$ cat src/rtl/sram_arb_pkg.sv
// Shared constants for the sram-like arbiter: master ids and transfer size encodings.
package sram_arb_pkg;

  localparam logic MID_INST = 1'b0;
  localparam logic MID_DATA = 1'b1;

  localparam logic [1:0] SZ_BYTE = 2'd0;
  localparam logic [1:0] SZ_HALF = 2'd1;
  localparam logic [1:0] SZ_WORD = 2'd2;

endpackage

$ cat src/rtl/sram_arb_tag_fifo.sv
// Owner-tag FIFO: one bit per accepted address, popped in order as responses return.
module sram_arb_tag_fifo
  import sram_arb_pkg::*;
#(
  parameter int unsigned DEPTH = 4
) (
  input  logic                         clk,
  input  logic                         resetn,
  input  logic                         push,
  input  logic                         pop,
  input  logic                         tag_in,
  output logic                         head,
  output logic [$clog2(DEPTH+1)-1:0]   count,
  output logic                         full,
  output logic                         empty
);

  localparam int unsigned PW = (DEPTH > 1) ? $clog2(DEPTH) : 1;
  localparam int unsigned CW = $clog2(DEPTH + 1);

  logic [DEPTH-1:0] mem;
  logic [PW-1:0]    wr_ptr;
  logic [PW-1:0]    rd_ptr;
  logic             do_push;
  logic             do_pop;

  // Explicit wrap so non-power-of-two depths work.
  function automatic logic [PW-1:0] ptr_inc(input logic [PW-1:0] p);
    return (p == PW'(DEPTH - 1)) ? '0 : p + PW'(1);
  endfunction

  assign full    = (count == CW'(DEPTH));
  assign empty   = (count == '0);
  assign do_push = push && !full;
  assign do_pop  = pop && !empty;
  assign head    = mem[rd_ptr];

  always_ff @(posedge clk) begin
    if (!resetn) begin
      mem    <= {DEPTH{MID_INST}};
      wr_ptr <= '0;
      rd_ptr <= '0;
      count  <= '0;
    end else begin
      if (do_push) begin
        mem[wr_ptr] <= tag_in;
        wr_ptr      <= ptr_inc(wr_ptr);
      end
      if (do_pop) begin
        rd_ptr <= ptr_inc(rd_ptr);
      end
      if (do_push && !do_pop) begin
        count <= count + CW'(1);
      end else if (!do_push && do_pop) begin
        count <= count - CW'(1);
      end
    end
  end

endmodule

$ cat src/rtl/sram_like_arbiter.sv
// Two-master to one-slave sram-like arbiter (m0 = inst, m1 = data) with in-order response routing.
// Define SRAM_ARB_RR_EN for round-robin arbitration; default is fixed priority m1 > m0.
module sram_like_arbiter
  import sram_arb_pkg::*;
#(
  parameter int unsigned DEPTH  = 4,
  parameter int unsigned ADDR_W = 32,
  parameter int unsigned DATA_W = 32
) (
  input  logic              clk,
  input  logic              resetn,
  input  logic              m0_req,
  input  logic              m0_wr,
  input  logic [1:0]        m0_size,
  input  logic [ADDR_W-1:0] m0_addr,
  input  logic [DATA_W-1:0] m0_wdata,
  output logic [DATA_W-1:0] m0_rdata,
  output logic              m0_addr_ok,
  output logic              m0_data_ok,
  input  logic              m1_req,
  input  logic              m1_wr,
  input  logic [1:0]        m1_size,
  input  logic [ADDR_W-1:0] m1_addr,
  input  logic [DATA_W-1:0] m1_wdata,
  output logic [DATA_W-1:0] m1_rdata,
  output logic              m1_addr_ok,
  output logic              m1_data_ok,
  output logic              s_req,
  output logic              s_wr,
  output logic [1:0]        s_size,
  output logic [ADDR_W-1:0] s_addr,
  output logic [DATA_W-1:0] s_wdata,
  input  logic [DATA_W-1:0] s_rdata,
  input  logic              s_addr_ok,
  input  logic              s_data_ok
);

  localparam int unsigned CW = $clog2(DEPTH + 1);

  logic          gnt;
  logic          accept;
  logic          pop;
  logic          head;
  logic          full;
  logic          empty;
  logic [CW-1:0] fifo_count;

`ifdef SRAM_ARB_RR_EN
  logic last_grant;

  always_ff @(posedge clk) begin
    if (!resetn) begin
      last_grant <= MID_INST;
    end else if (accept) begin
      last_grant <= gnt;
    end
  end

  always_comb begin
    if (m0_req && m1_req) begin
      gnt = ~last_grant;
    end else begin
      gnt = m1_req ? MID_DATA : MID_INST;
    end
  end
`else
  assign gnt = m1_req ? MID_DATA : MID_INST;
`endif

  // Grant is free to move each cycle: nothing is committed until addr_ok.
  always_comb begin
    s_req   = (m0_req || m1_req) && !full;
    s_wr    = m0_wr;
    s_size  = m0_size;
    s_addr  = m0_addr;
    s_wdata = m0_wdata;
    if (gnt == MID_DATA) begin
      s_wr    = m1_wr;
      s_size  = m1_size;
      s_addr  = m1_addr;
      s_wdata = m1_wdata;
    end
  end

  assign accept     = s_req && s_addr_ok;
  assign m0_addr_ok = accept && (gnt == MID_INST);
  assign m1_addr_ok = accept && (gnt == MID_DATA);

  // Responses with nothing outstanding are dropped.
  assign pop        = s_data_ok && !empty;
  assign m0_data_ok = pop && (head == MID_INST);
  assign m1_data_ok = pop && (head == MID_DATA);
  assign m0_rdata   = s_rdata;
  assign m1_rdata   = s_rdata;

  sram_arb_tag_fifo #(
    .DEPTH (DEPTH)
  ) u_tag_fifo (
    .clk    (clk),
    .resetn (resetn),
    .push   (accept),
    .pop    (pop),
    .tag_in (gnt),
    .head   (head),
    .count  (fifo_count),
    .full   (full),
    .empty  (empty)
  );

  always_ff @(posedge clk) begin
    if (resetn) begin
      assert (fifo_count <= CW'(DEPTH));
    end
  end

endmodule

$ cat config.mk
export PLATFORM = sky130hd
export DESIGN_NAME = sram_like_arbiter
export DESIGN_NICKNAME = d
export VERILOG_FILES = /design/src/rtl/sram_arb_pkg.sv /design/src/rtl/sram_arb_tag_fifo.sv /design/src/rtl/sram_like_arbiter.sv
export SDC_FILE = /design/constraint.sdc
export NUM_CORES = 1
export LEC_CHECK = 0
export CAP_MARGIN = 10
export CORE_AREA = 2 2 120 122
export DETAILED_ROUTE_END_ITERATION = 7
export DIE_AREA = 0 0 122 124
export PLACE_DENSITY_LB_ADDON = 0.08
export SETUP_SLACK_MARGIN = 0.4
export SYNTH_ARGS = -nofsm -noshare
export SYNTH_HDL_FRONTEND = slang
export SYNTH_SLANG_ARGS = --single-unit
export TNS_END_PERCENT = 10
$ cat constraint.sdc
create_clock -name clk -period 4.5 [get_ports clk]
set_input_delay 0.675 -clock clk [delete_from_list [all_inputs] [get_ports clk]]
set_output_delay 0.675 -clock clk [all_outputs]
set_load 0.005 [all_outputs]
==> impl_summary.log <==
INFO  metric status = complete, no violations
INFO  metric layout.area.seq = approximately 220 um^2
INFO  metric final_max_slew_viol_count = 0
INFO  metric post_route_cells_drive_above_1_share = 0.212
INFO  metric p_leak = 1.41 nW
INFO  metric via_per_inst = 3.72
INFO  metric netlist_cell_types = 28
INFO  metric placement.setup.worst_slack = 1.29 ns
INFO  metric final_cell_area_excluding_filler_cells = 3830 um^2
INFO  metric root_buffer = sky130_fd_sc_hd__clkbuf_16
INFO  metric ys_warns = 0
INFO  metric setup_ws_post_layout = between 1 and 1.5 ns
INFO  metric timing.slew.headroom = 0.470
INFO  metric multiInputGateArea = 1150 um^2
INFO  metric regToRegSetupSlack = 2.02 ns
INFO  metric synth-edff-count = 0
INFO  metric finalWirelength = around 10000 um
INFO  metric vias = between 1500 and 2000
INFO  metric first_pass_grt_wire_length = ~13000 um
INFO  metric ys_top_cells_by_count = sky130_fd_sc_hd__mux2_2, sky130_fd_sc_hd__buf_4, sky130_fd_sc_hd__dfxtp_1
INFO  metric clock_latency_on_the_worst_skew_pair = 0.24 ns
INFO  metric synth_ff_type = sky130_fd_sc_hd__dfxtp_1
INFO  metric mappedNetlistNets = 387
INFO  metric floorplan.die_area = 15100 um^2
INFO  metric hold_path_depth = 2
INFO  metric grt_pass1_vias = between 2000 and 2500
INFO  metric whs_endpoint = u_tag_fifo.mem[3]
INFO  metric cell_class_contributing_the_biggest_share_of_worst_path_delay = buffers and inverters
INFO  metric std_cell_rows = 43
INFO  metric numPlacedInstances = ~530
INFO  metric place.gp.congestion = about 0.74
INFO  metric vdd_ir_drop_max = 0.187 mV
INFO  metric layout_min_cycle_time = between 3 and 4 ns
INFO  metric critical_path_stages = 4
INFO  metric cts.htree.levels = 1
INFO  metric cts_tree = built
INFO  metric drt.antenna.violating_nets = 0
INFO  metric post_layout_nonfiller_instances = 533
INFO  metric r2r.worst_path.cells = 7
INFO  metric area_share_of_the_leading_cell_type_in_the_synthesized_netlist = 0.395
INFO  metric grt_usage = 0.122
INFO  metric clock_path_buffers = 2
INFO  metric core-area = 13700 um^2
INFO  metric cts_inserted_buffers = 3
INFO  metric async_flop_share = 0
INFO  metric timing.setup.tns = 0 ns
INFO  metric postCtsSetupRepairBufs = 0
INFO  metric r2r-end = u_tag_fifo.count[2]
INFO  metric yosysMostFrequentCell = sky130_fd_sc_hd__mux2_2
INFO  metric die_height = 124 um
INFO  metric regToRegStartpoint = u_tag_fifo.count[0]
INFO  metric highest_clock_frequency_the_design_can_meet = 317 MHz
INFO  metric pwr_density_cell = 196 nW/um^2
INFO  metric synth-seq-area-share = 0.115
INFO  metric timing.critical_path.slowest_stage_cell = sky130_fd_sc_hd__buf_2
INFO  metric hpwl = slightly above 9000 um
INFO  metric route.detailed.wl_per_inst = 19.6 um
INFO  metric syn_area = 1910 um^2
INFO  metric grt_max_degree = 29
INFO  metric synth.avg_cell_area = between 9 and 10 um^2
INFO  metric path_buf_inv = 3
INFO  metric port-buffer-count = 211
INFO  metric worst-slew-pin-transition = 0.789 ns
INFO  metric timing.critical_path.arrival = about 2.5 ns
INFO  metric layout-area-overhead-vs-synth = 101%
INFO  metric synth_area_leaders = sky130_fd_sc_hd__mux2_2, sky130_fd_sc_hd__buf_4, sky130_fd_sc_hd__dfxtp_1
INFO  metric final.period_utilization = 0.701
INFO  metric criticalPathCategory = in -> out
INFO  metric pin_count = just over 300
INFO  metric num-fill-cells = between 1000 and 1500
INFO  metric hold_buffers = 0
INFO  metric overflow = 0
INFO  metric timing.final.hold_violations = 0
INFO  metric setup_viol = 0
INFO  metric clock-skew-final = 0.00190 ns
INFO  metric cts_resized = 0
INFO  metric drt_first_pass_iters = 4
INFO  metric max_stage_delay = 0.55 ns
INFO  metric timing.critical_path.required = 3.83 ns
INFO  metric setup.worst_path.start_class = input pin
INFO  metric placedInstanceArea = 3750 um^2
INFO  metric hold_path_class = reg -> reg
INFO  metric worstPathCellList = buf_2, buf_4, mux2_2, clkdlybuf4s50_1
INFO  metric post_synthesis_cell_type_with_the_largest_combined_area = sky130_fd_sc_hd__mux2_2
INFO  metric grt_setup_unrepaired = false
INFO  metric initial_antenna_violation_count = 0
INFO  metric die_w = 122 um
INFO  metric yosys_register_bits = 11
INFO  metric clk_pin_slew_worst_paths = 0.04 ns
INFO  metric floorplan.initialDensity = 0.139
INFO  metric timing.max_cap.violations = 0
INFO  metric cts.sink_count = 11
INFO  metric first_iter_violations = 19
INFO  metric end_kind = output port
INFO  metric number_of_drc_violations_after_detailed_routing = 0
INFO  metric antenna-diode-count = 0
INFO  metric post_synth_inst_count = 208
INFO  metric finish.net_count = between 500 and 600
INFO  metric worstHoldStart = u_tag_fifo.mem[3]
INFO  metric path_max_fanout = 28
-- tightest hold or removal path, stage by stage, from the launching register on --
cell and delay [ns]:
sky130_fd_sc_hd__dfxtp_1 0.30, sky130_fd_sc_hd__nand2_1 0.05, sky130_fd_sc_hd__mux2i_1 0.05
-- cells by family after synthesis --
logic type | synth area share
and+or+nand+nor | 0.0774
xor gates and xnor gates | 0.00918
adders and majority gates | 0.0498
muxes | 0.439
DFF | 0.115
AOI/OAI and AO/OA | 0.0289
buffers and inverters | 0.281
-- worst max-delay path by stage --
stage,startpoint,to,slack [ns]
after floorplan,m1_req,u_tag_fifo.count[2],2.11
after global placement,m1_req,s_addr[30],1.32
after detailed placement,m1_req,s_addr[30],1.29
after CTS,m1_req,s_addr[30],1.29
after global routing,m1_req,s_addr[30],1.25
final,m1_req,s_addr[30],1.35
-- placed cells by master (no fill, tap or decap), types with 2 or more instances in the layout --
cell type,synthesis,final
sky130_fd_sc_hd__clkdlybuf4s50_1,0,210
sky130_fd_sc_hd__mux2_2,67,67
sky130_fd_sc_hd__dfxtp_1,11,11
sky130_fd_sc_hd__nand2_1,9,9
sky130_fd_sc_hd__mux2i_1,6,6
sky130_fd_sc_hd__ha_1,6,6
sky130_fd_sc_hd__o21ai_0,5,5
sky130_fd_sc_hd__nor2_1,5,5
sky130_fd_sc_hd__and3_1,5,5
sky130_fd_sc_hd__inv_1,3,3
sky130_fd_sc_hd__clkbuf_16,0,3
sky130_fd_sc_hd__nor2b_1,2,2
sky130_fd_sc_hd__nand3_1,2,2
sky130_fd_sc_hd__buf_4,64,2
-- routing by layer --
layer,GRT usage,share of wire
met1,0.137,0.37
met2,0.220,0.50
met3,0.0426,0.11
met4,0.0323,0.014
met5,0,0
-- flip-flops by register name (all words and copies together), names as in the netlist --
signal,flops
u_tag_fifo.rd_ptr,2
u_tag_fifo.count,3
u_tag_fifo.wr_ptr,2
u_tag_fifo.mem,4
-- power by group --
group          leakage (nW)  switching, mW  total, mW  internal, mW
combinational          1.29          0.144      0.446         0.301
clock                0.0382         0.0422      0.161         0.119
sequential           0.0900         0.0255      0.145         0.120
total                  1.41          0.212      0.752         0.540
-- layout make-up --
class | instances | area share
inverters | 3 | 0.00294
flip-flops and latches | 11 | 0.0575
repair buffers | 214 | 0.559
clock buffers | 4 | 0.0206
well taps | 180 | 0.0588
multi-input cells | 121 | 0.301
-- through the flow --
stage	util	hold slack [ns]	total power, mW
2_1_floorplan	-	0.432	0.365
3_3_place_gp	0.273	0.453	0.600
3_5_place_dp	0.273	0.458	0.598
4_1_cts	0.279	0.464	0.770
5_1_grt	0.279	0.500	0.814
6_report	0.279	0.459	0.752
Power figures use the tool's default switching activity.
